`src/rtl/control_pkg.sv`:
```
// Shared types and encodings for the multicycle control sequencer.
package control_pkg;

    typedef enum logic [3:0] {
        FETCH,
        DECODE,
        EXECR,
        EXECI,
        ALUWB,
        MEMADR,
        MEMRD,
        MEMWB,
        MEMWR,
        BRANCH
    } state_t;

    localparam logic [1:0] ALU_ADD = 2'b00;
    localparam logic [1:0] ALU_SUB = 2'b01;
    localparam logic [1:0] ALU_AND = 2'b10;
    localparam logic [1:0] ALU_ORR = 2'b11;

    localparam logic [3:0] CMD_AND = 4'b0000;
    localparam logic [3:0] CMD_SUB = 4'b0010;
    localparam logic [3:0] CMD_ADD = 4'b0100;
    localparam logic [3:0] CMD_ORR = 4'b1100;
    localparam logic [3:0] CMD_CMP = 4'b1010;

    localparam logic [1:0] OP_DP  = 2'b00;
    localparam logic [1:0] OP_MEM = 2'b01;
    localparam logic [1:0] OP_BR  = 2'b10;

    // Commands whose result carries meaningful carry/overflow.
    function automatic logic isArith(input logic [3:0] cmd);
        return (cmd == CMD_ADD) || (cmd == CMD_SUB) || (cmd == CMD_CMP);
    endfunction

endpackage

```
`src/rtl/alu_decoder.sv`:
```
// ALU operation and flag-write decode for the execute and address states.
module alu_decoder
    import control_pkg::*;
(
    input  logic [4:0] funct,
    input  state_t     state,
    output logic [1:0] aluControl,
    output logic [1:0] flagW,
    output logic       cmdValid
);

    always_comb begin
        aluControl = ALU_ADD;
        flagW      = 2'b00;
        cmdValid   = 1'b1;
        case (state)
            EXECR, EXECI: begin
                case (funct[4:1])
                    CMD_ADD:          aluControl = ALU_ADD;
                    CMD_SUB, CMD_CMP: aluControl = ALU_SUB;
                    CMD_AND:          aluControl = ALU_AND;
                    CMD_ORR:          aluControl = ALU_ORR;
                    default:          cmdValid   = 1'b0;
                endcase
                if (cmdValid) begin
                    flagW = {funct[0], funct[0] & isArith(funct[4:1])};
                end
            end
            // U bit selects add or subtract of the offset
            MEMADR:  aluControl = funct[3] ? ALU_ADD : ALU_SUB;
            default: ;
        endcase
    end

endmodule

```
`src/rtl/multicycle_control_fsm.sv`:
```
// Main control sequencer of the multicycle core: state walk, datapath selects,
// write requests, memory pacing with timeout, and retired-instruction count.
module multicycle_control_fsm
    import control_pkg::*;
#(
    parameter int unsigned MEM_TIMEOUT = 16,
    parameter int unsigned CNT_W       = 32
) (
    input  logic             clk,
    input  logic             rst,
    input  logic [31:0]      instr,
    input  logic             mem_ready,
    output logic [3:0]       cond,
    output logic             pcs,
    output logic             regW,
    output logic             memW,
    output logic [1:0]       flagW,
    output logic             nextPC,
    output logic             irWrite,
    output logic             memReq,
    output logic             adrSrc,
    output logic             aluSrcA,
    output logic [1:0]       aluSrcB,
    output logic [1:0]       resultSrc,
    output logic [1:0]       aluControl,
    output logic [1:0]       immSrc,
    output logic [1:0]       regSrc,
    output logic             illegal,
    output logic [CNT_W-1:0] retired
);

    localparam int unsigned TMO_W = (MEM_TIMEOUT > 2) ? $clog2(MEM_TIMEOUT) : 1;
    localparam logic [TMO_W-1:0] TMO_LAST = TMO_W'(MEM_TIMEOUT - 1);
    localparam bit TMO_EN = (MEM_TIMEOUT != 0);

    state_t           state, stateNext;
    logic [TMO_W-1:0] tmoCnt;
    logic             memWait, tmoHit, retire;
    logic [1:0]       op, decFlagW;
    logic [5:0]       funct;
    logic             rd15, isCmp, cmdValid, unusedInstr;

    assign op          = instr[27:26];
    assign funct       = instr[25:20];
    assign rd15        = (instr[15:12] == 4'hF);
    assign isCmp       = (funct[4:1] == CMD_CMP);
    assign unusedInstr = ^{instr[19:16], instr[11:0]};

    assign cond   = instr[31:28];
    assign immSrc = op;
    assign regSrc = {(op == OP_MEM) & ~funct[0], (op == OP_BR)};

    alu_decoder uAluDec (
        .funct      (funct[4:0]),
        .state      (state),
        .aluControl (aluControl),
        .flagW      (decFlagW),
        .cmdValid   (cmdValid)
    );

    // Timeout only advances while a memory access is outstanding.
    assign memWait = ((state == FETCH) || (state == MEMRD) || (state == MEMWR)) && !mem_ready;
    assign tmoHit  = TMO_EN && memWait && (tmoCnt == TMO_LAST);

    always_ff @(posedge clk) begin
        if (!rst) begin
            state <= FETCH;
        end else begin
            state <= stateNext;
        end
    end

    always_ff @(posedge clk) begin
        if (!rst) begin
            tmoCnt  <= '0;
            retired <= '0;
        end else begin
            tmoCnt <= (memWait && !tmoHit) ? tmoCnt + TMO_W'(1) : '0;
            if (retire) begin
                retired <= retired + CNT_W'(1);
            end
        end
    end

    always_comb begin
        stateNext = state;
        pcs       = 1'b0;
        regW      = 1'b0;
        memW      = 1'b0;
        flagW     = decFlagW;
        nextPC    = 1'b0;
        irWrite   = 1'b0;
        memReq    = 1'b0;
        adrSrc    = 1'b0;
        aluSrcA   = 1'b0;
        aluSrcB   = 2'b00;
        resultSrc = 2'b00;
        illegal   = 1'b0;
        retire    = 1'b0;
        case (state)
            FETCH: begin
                memReq    = 1'b1;
                aluSrcA   = 1'b1;
                aluSrcB   = 2'b10;
                resultSrc = 2'b10;
                if (mem_ready) begin
                    irWrite   = 1'b1;
                    nextPC    = 1'b1;
                    stateNext = DECODE;
                end else if (tmoHit) begin
                    illegal = 1'b1;
                end
            end
            DECODE: begin
                aluSrcA   = 1'b1;
                aluSrcB   = 2'b10;
                resultSrc = 2'b10;
                case (op)
                    OP_DP:   stateNext = funct[5] ? EXECI : EXECR;
                    OP_MEM:  stateNext = MEMADR;
                    OP_BR:   stateNext = BRANCH;
                    default: begin
                        illegal   = 1'b1;
                        stateNext = FETCH;
                    end
                endcase
            end
            EXECR, EXECI: begin
                aluSrcB = (state == EXECI) ? 2'b01 : 2'b00;
                if (cmdValid) begin
                    stateNext = ALUWB;
                end else begin
                    illegal   = 1'b1;
                    stateNext = FETCH;
                end
            end
            ALUWB: begin
                regW      = !isCmp;
                pcs       = !isCmp && rd15;
                retire    = 1'b1;
                stateNext = FETCH;
            end
            MEMADR: begin
                aluSrcB   = 2'b01;
                stateNext = funct[0] ? MEMRD : MEMWR;
            end
            MEMRD: begin
                memReq = 1'b1;
                adrSrc = 1'b1;
                if (mem_ready) begin
                    stateNext = MEMWB;
                end else if (tmoHit) begin
                    illegal   = 1'b1;
                    stateNext = FETCH;
                end
            end
            MEMWB: begin
                resultSrc = 2'b01;
                regW      = 1'b1;
                pcs       = rd15;
                retire    = 1'b1;
                stateNext = FETCH;
            end
            MEMWR: begin
                memReq = 1'b1;
                adrSrc = 1'b1;
                if (mem_ready) begin
                    memW      = 1'b1;
                    retire    = 1'b1;
                    stateNext = FETCH;
                end else if (tmoHit) begin
                    illegal   = 1'b1;
                    stateNext = FETCH;
                end
            end
            BRANCH: begin
                aluSrcB   = 2'b01;
                resultSrc = 2'b10;
                pcs       = 1'b1;
                regW      = funct[4];
                retire    = 1'b1;
                stateNext = FETCH;
            end
            default: stateNext = FETCH;
        endcase
        // Reset abandons the instruction: no request may escape this cycle.
        if (!rst) begin
            pcs       = 1'b0;
            regW      = 1'b0;
            memW      = 1'b0;
            flagW     = 2'b00;
            nextPC    = 1'b0;
            irWrite   = 1'b0;
            memReq    = 1'b0;
            illegal   = 1'b0;
            retire    = 1'b0;
            stateNext = FETCH;
        end
    end

endmodule

```
`config.mk`:
```
export PLATFORM = sky130hd
export DESIGN_NAME = multicycle_control_fsm
export DESIGN_NICKNAME = d
export VERILOG_FILES = /design/src/rtl/control_pkg.sv /design/src/rtl/alu_decoder.sv /design/src/rtl/multicycle_control_fsm.sv
export SDC_FILE = /design/constraint.sdc
export NUM_CORES = 1
export LEC_CHECK = 0
export BUFFER_PORTS_ARGS = -buffer_cell sky130_fd_sc_hd__buf_4
export CAP_MARGIN = 15
export CORE_MARGIN = 3
export CORE_UTILIZATION = 45
export CTS_CLUSTER_SIZE = 40
export DETAILED_ROUTE_END_ITERATION = 10
export PLACE_DENSITY = 0.77
export SLEW_MARGIN = 20
export SYNTH_ARGS = -nofsm -noshare
export SYNTH_HDL_FRONTEND = slang
export SYNTH_SLANG_ARGS = --single-unit
```
`constraint.sdc`:
```
create_clock -name clk -period 1.7 [get_ports clk]
set_input_delay 0 -clock clk [delete_from_list [all_inputs] [get_ports clk]]
set_output_delay 0 -clock clk [all_outputs]
set_load 0.03 [all_outputs]
```
-- Word-level counts from Yosys, hierarchy flattened
Index checks and enable logic that the tools add are counted.
- add/sub/neg operators: 2
- equality and inequality tests: 18
- muxes and demuxes: 42
- bitwise gates (word level): 3
- reductions and logical operators: 25
- operators with widths (kind ; count):
    adder 32 x 1 -> 32 bit (second input constant) ; 1
    equality test 4 bit (second input constant) ; 6
    case mux 4 bit (6 select lines) ; 1
    two-way mux 1 bit ; 23
    equality test 4 x 3 -> 1 bit (second input constant) ; 5
    two-way mux 4 bit ; 5
    equality test 4 x 2 -> 1 bit (second input constant) ; 3
    case mux 2 bit (3 select lines) ; 2
    case mux 4 bit (3 select lines) ; 1
    OR reduction 3 bit ; 4
    OR reduction 2 bit ; 5
    case mux 1 bit (3 select lines) ; 3
    zero test 4 bit ; 2
    case mux 2 bit (2 select lines) ; 2
    two-way mux 2 bit ; 3
    OR reduction 5 bit ; 1
    adder 4 x 1 -> 4 bit (second input constant) ; 1
    equality test 4 x 1 -> 1 bit (second input constant) ; 1
    logical AND 1 bit ; 4
    logical OR 1 bit ; 4
    zero test 1 bit ; 3
    two-way mux 3 bit ; 1
    bitwise AND 1 bit ; 2
    equality test 2 x 1 -> 1 bit (second input constant) ; 1
    other kinds (6) ; 6
- flip-flop bits (word level): 40
- input bits: 35
- word-level logic and storage cells: 93

-- Longest topological paths before layout
- depth after elaboration: 9
- depth in mapped cells: 7

-- Modules after synthesis
Synthesis repeated with hierarchy kept, for this count alone.
- cell total of the unflattened synthesis: 312
- area total of the unflattened synthesis: 2493.6 um^2
- by module, submodules not included (module ; times used ; cells an instance ; area an instance (um^2) ; seq. area each (um^2)):
    multicycle_control_fsm ; 1 ; 293 ; 2368.5 ; 800.8
    alu_decoder ; 1 ; 19 ; 125.1 ; 0.0

-- Worst setup path after synthesis
Ideal clock, no wire load.
- kind: flip-flop to output port
- start: register state[2]
- end: output flagW[0]
- data arrival time: 1954 ps
- data required time: 1700 ps
- path slack: -254 ps
- cell stages (with the launch flop): 5
- path buffers: 1
- cells stage by stage: dfxtp_1 clkbuf_1 nor4_1 nand2_1 nor4_1
- word-level cells in the longest chain between the ends: 4
- elaborated cells between the ends (all ways): 5
- classes of those cells: 2 x eq/ne; 2 x mux; 1 x reduce/logical
- ends and longest elaborated chain (item ; RTL line ; RTL):
    start: declaration ; multicycle_control_fsm.sv:36 ; state_t state, stateNext;
    start signal: assignment ; multicycle_control_fsm.sv:69 ; state <= stateNext;
    equality test 4 x 2 -> 1 bit ; alu_decoder.sv:16 ; case (state)
    OR reduction 2 bit * ; alu_decoder.sv:16 ;
    two-way mux 2 bit * ; alu_decoder.sv:16 ;
    two-way mux 2 bit * ; multicycle_control_fsm.sv:187 ; if (!rst) begin
    end: declaration ; multicycle_control_fsm.sv:17 ; output logic [1:0] flagW,
Every way passes the cells marked *; elsewhere a longest branch is shown, timed or not.

-- Final worst setup path
- start: register state[3]
- end: register retired[13]
- word-level cells in the longest chain between the ends: 4
- elaborated cells between the ends (all ways): 7
- classes of those cells: 4 x eq/ne; 2 x mux; 1 x reduce/logical
- ends and longest elaborated chain (item ; RTL line ; RTL):
    equality test 4 bit / equality test 4 x 3 -> 1 bit (equally long branches) ; multicycle_control_fsm.sv:100 ; case (state)
    OR reduction 3 bit (no line) ; n/a ;
    case mux 1 bit (2 select lines) * ; multicycle_control_fsm.sv:100 ;
    two-way mux 1 bit * ; multicycle_control_fsm.sv:187 ;
    end signal: assignment ; multicycle_control_fsm.sv:80 ; retired <= retired + CNT_W'(1);
    end: declaration ; multicycle_control_fsm.sv:29 ; output logic [CNT_W-1:0] retired
Marks and branches as above.
A chain may end at the register's enable or synchronous reset.

==> results.sh <==
export IMPL_coreArea_um2=5200
export IMPL_rows=26
export IMPL_yosysWarningCount=0
export IMPL_period_minus_slack_ns=1.85
export IMPL_p_clk_frac=0.409
export IMPL_top_layer="met4"
export IMPL_cp_arrival_ns=2.10
export IMPL_synth_cell_types=46
export IMPL_grt_pass1_vias=2454
export IMPL_syn_nets=335
export IMPL_seqPwrFrac=0.437
export IMPL_antenna_found_initial=0
export IMPL_worst_path_buf_inv=1
export IMPL_clock_sinks=40
export IMPL_wl_met2_um=4240
export IMPL_post_drt_wl_per_cell_um=17.4
export IMPL_cts_inserted_buffers=5
export IMPL_netSwitchingPower_w=0.000560
export IMPL_final_layout_size_suffix_gt1_frac=0.515
export IMPL_worst_slew_pin_slew_ns=0.503
export IMPL_r2r_worst_path_cells=6
export IMPL_ir_drop_mv=0.337
export IMPL_floorplan_initialDensity=0.472
export IMPL_startpoint_type="flop"
export IMPL_seq_area_frac_synth=0.326
export IMPL_hpwlAfterDp_um=4530
export IMPL_synth_area_top_cells="dfxtp_1 33%, xor2_1 10%, and2_1 8.1%"
export IMPL_violations="setup timing"
export IMPL_rsz0062_at_grt="true"
export IMPL_cts_tree="built"
export IMPL_end_kind="flop"
export IMPL_dp_cells=440
export IMPL_fin_skew_ns=0.00957
export IMPL_grt_overflow_total=0
export IMPL_fin_setup_tns_ns=-2.14
export IMPL_yosysTopAreaCellShare=0.326
export IMPL_relSlewSlack=0.660
export IMPL_wl_met1_um=3110
export IMPL_dr_pass1_iters=4
export IMPL_syn_avg_cell_area_um2=8.39
export IMPL_hold_start="instr[28]"
export IMPL_area_growth_synth_to_final_pct=60.1
export IMPL_hold_viol_final=0
export IMPL_r2r_end="retired[13]$_SDFFE_PN0P_"
export IMPL_nets=435
export IMPL_swShare=0.259
export IMPL_finalCritPeriodShare=1.09
export IMPL_synth_top_area_cell="dfxtp_1"
export IMPL_cts_hold_buf=0
export IMPL_final_cells=464
export IMPL_p_leak_nw=1.90
export IMPL_worstHoldEndpoint="cond[0]"
export IMPL_vias=2618
export IMPL_synthCells=293
export IMPL_hold_path_class="in2out"
export IMPL_power_density_nw_per_um2=550
export IMPL_max_freq_mhz=541
export IMPL_final_cell_mix="96 x buf_4, 32 x and2_1, 28 x xor2_1"
export IMPL_wl_met3_um=537
export IMPL_drtIter0Drc=178
export IMPL_cts_root_buf="clkbuf_8"
export IMPL_cts_buffer_depth=2
export IMPL_crit_fanout=7
export IMPL_rr_startpoint="state[3]$_SDFFE_PN0P_"
export IMPL_crit_family="simple AND/OR/NAND/NOR gates"
export IMPL_crit_chain="or3b_4 > o32a_4 > buf_4 > nor4_4 > xor2_1 > and2_1"
export IMPL_via_per_inst=5.64
export IMPL_remaining_drc_errors=0
export IMPL_rrSetupSlack_ns=-0.15
export IMPL_required_ns=1.95
export IMPL_timing_hold_ws_ns=0.0000652
export IMPL_drv_slew=0
export IMPL_async_flop_share=0
export IMPL_routed_wl_um=8060
export IMPL_synth_seq_cells=40
export IMPL_drv_cap=0
export IMPL_internal_power_w=0.00160
export IMPL_synth_ff_type="dfxtp_1"
export IMPL_min_path_cells=0
export IMPL_floorplan_die_area_um2=6380
export IMPL_netlist_area_um2=2460
export IMPL_crit_type="reg2reg"
export IMPL_diodes=0
export IMPL_gp_congestion=0.889
export IMPL_comb_power_share=0.154
export IMPL_cp_slowest_cell="or3b_4"
export IMPL_grt_use_total=0.218
export IMPL_io_pins=92
export IMPL_nFillCells=359
export IMPL_die_y_um=79.9
export IMPL_clk_latency_ns=0.30
export IMPL_post_route_util=0.756
export IMPL_worst_slack_ns=-0.149
export IMPL_final_common_cell="buf_4"
export IMPL_grt_max_degree=40
export IMPL_synth_edf_count=0
export IMPL_cpPeakStageDelay_ns=0.44
export IMPL_port_buffers=67
export IMPL_status="complete, but fails checks"
export IMPL_die_x_um=79.9
export IMPL_grt_pass1_wl_um=11000
export IMPL_setup_viol=33
export IMPL_postRouteAntennaNets=0
export IMPL_clk_pin_slew_ns=0.08
export IMPL_cts_htree_levels=2
==> cells in the mapped netlist, types with 2 or more instances <==
cell / n
o21ai_0: 5
nor4b_2: 3
nor3b_1: 3
buf_6: 2
nand2_1: 23
dfxtp_1: 40
o21a_1: 2
nor4_1: 17
nor2b_1: 6
xor2_1: 28
nor4_2: 2
or3b_1: 2
nor4b_1: 2
ha_1: 7
buf_4: 9
clkbuf_1: 9
or4_1: 2
and4_1: 5
inv_1: 10
a21boi_0: 2
or3_1: 2
nand2b_1: 3
nor2_1: 13
nand4_1: 5
and3_1: 3
nand3_1: 13
nor3_1: 9
mux2i_1: 3
and2_1: 32
xnor2_1: 4
a21oi_1: 12
==> how the worst max path moves through the flow <==
| stage | start | slack [ns] | cells after the start | end |
|---|---|---|---|---|
| 2_1_floorplan | state[3]$_SDFFE_PN0P_ | -0.12 | 7 | retired[19]$_SDFFE_PN0P_ |
| 3_3_place_gp | state[1]$_SDFFE_PN0P_ | -0.14 | 5 | retired[6]$_SDFFE_PN0P_ |
| 3_5_place_dp | state[1]$_SDFFE_PN0P_ | -0.24 | 5 | retired[3]$_SDFFE_PN0P_ |
| 4_1_cts | state[2]$_SDFFE_PN0P_ | -0.09 | 5 | retired[10]$_SDFFE_PN0P_ |
| 5_1_grt | state[3]$_SDFFE_PN0P_ | -0.20 | 5 | retired[27]$_SDFFE_PN0P_ |
| 6_report | state[3]$_SDFFE_PN0P_ | -0.15 | 6 | retired[13]$_SDFFE_PN0P_ |
==> cells by family after synthesis <==
logic type | after synthesis | share of synthesized area
buf+inv | 31 | 0.0677
compound gates | 30 | 0.0779
simple gates | 150 | 0.367
mux | 3 | 0.0122
flops | 40 | 0.326
xor+xnor | 32 | 0.114
fa+ha+maj | 7 | 0.0356
==> per-stage QoR <==
stage | total power, W | setup WS (ns) | cell area, µm²
5_1_grt | 0.00224 | -0.197 | 3940
4_1_cts | 0.00212 | -0.0856 | 3620
3_5_place_dp | 0.00123 | -0.242 | 3280
6_report | 0.00216 | -0.149 | 3940
3_3_place_gp | 0.00123 | -0.144 | 3280
2_1_floorplan | 0.00115 | -0.121 | 2590
==> repair_timing <==
| action | 4_1_cts | 5_1_grt |
|---|---|---|
| resized for setup | 22 | 57 |
| pin swaps | 13 | 20 |
| gates cloned | 2 | 1 |
| setup endpoints to repair | 40 | 44 |
| buffers inserted | 8 | 5 |
==> layer usage <==
metal	up-vias	track usage
met5	-	0
met4	0	0.110
met3	20	0.0564
met2	113	0.372
met1	1254	0.250
li1	1231	-
==> power by group through the flow <==
stage	Combinational (W)	Clock, W	Sequential, W
finish	0.000333	0.000885	0.000944
CTS	0.000296	0.000881	0.000942
global route	0.000357	0.000933	0.000946
detailed placement	0.000269	0	0.000966
global placement	0.000266	0	0.000965
floorplan	0.000183	0	0.000967
==> registers in the layout, summed over array words and instances (netlist names) <==
| signal | cells |
|---|---|
| retired | 32 |
| state | 4 |
| tmoCnt | 4 |
==> layout make-up <==
| class | instances | area, µm² | share of cell area |
|---|---|---|---|
| Clock inverter | 1 | 30.0 | 0.00763 |
| Inverter | 10 | 41.3 | 0.0105 |
| Multi-Input combinational cell | 225 | 1930 | 0.490 |
| Sequential cell | 40 | 848 | 0.216 |
| Tap cell | 70 | 87.6 | 0.0223 |
| Clock buffer | 7 | 97.6 | 0.0248 |
| Timing Repair Buffer | 111 | 902 | 0.229 |
Power figures use the tool's default switching activity.
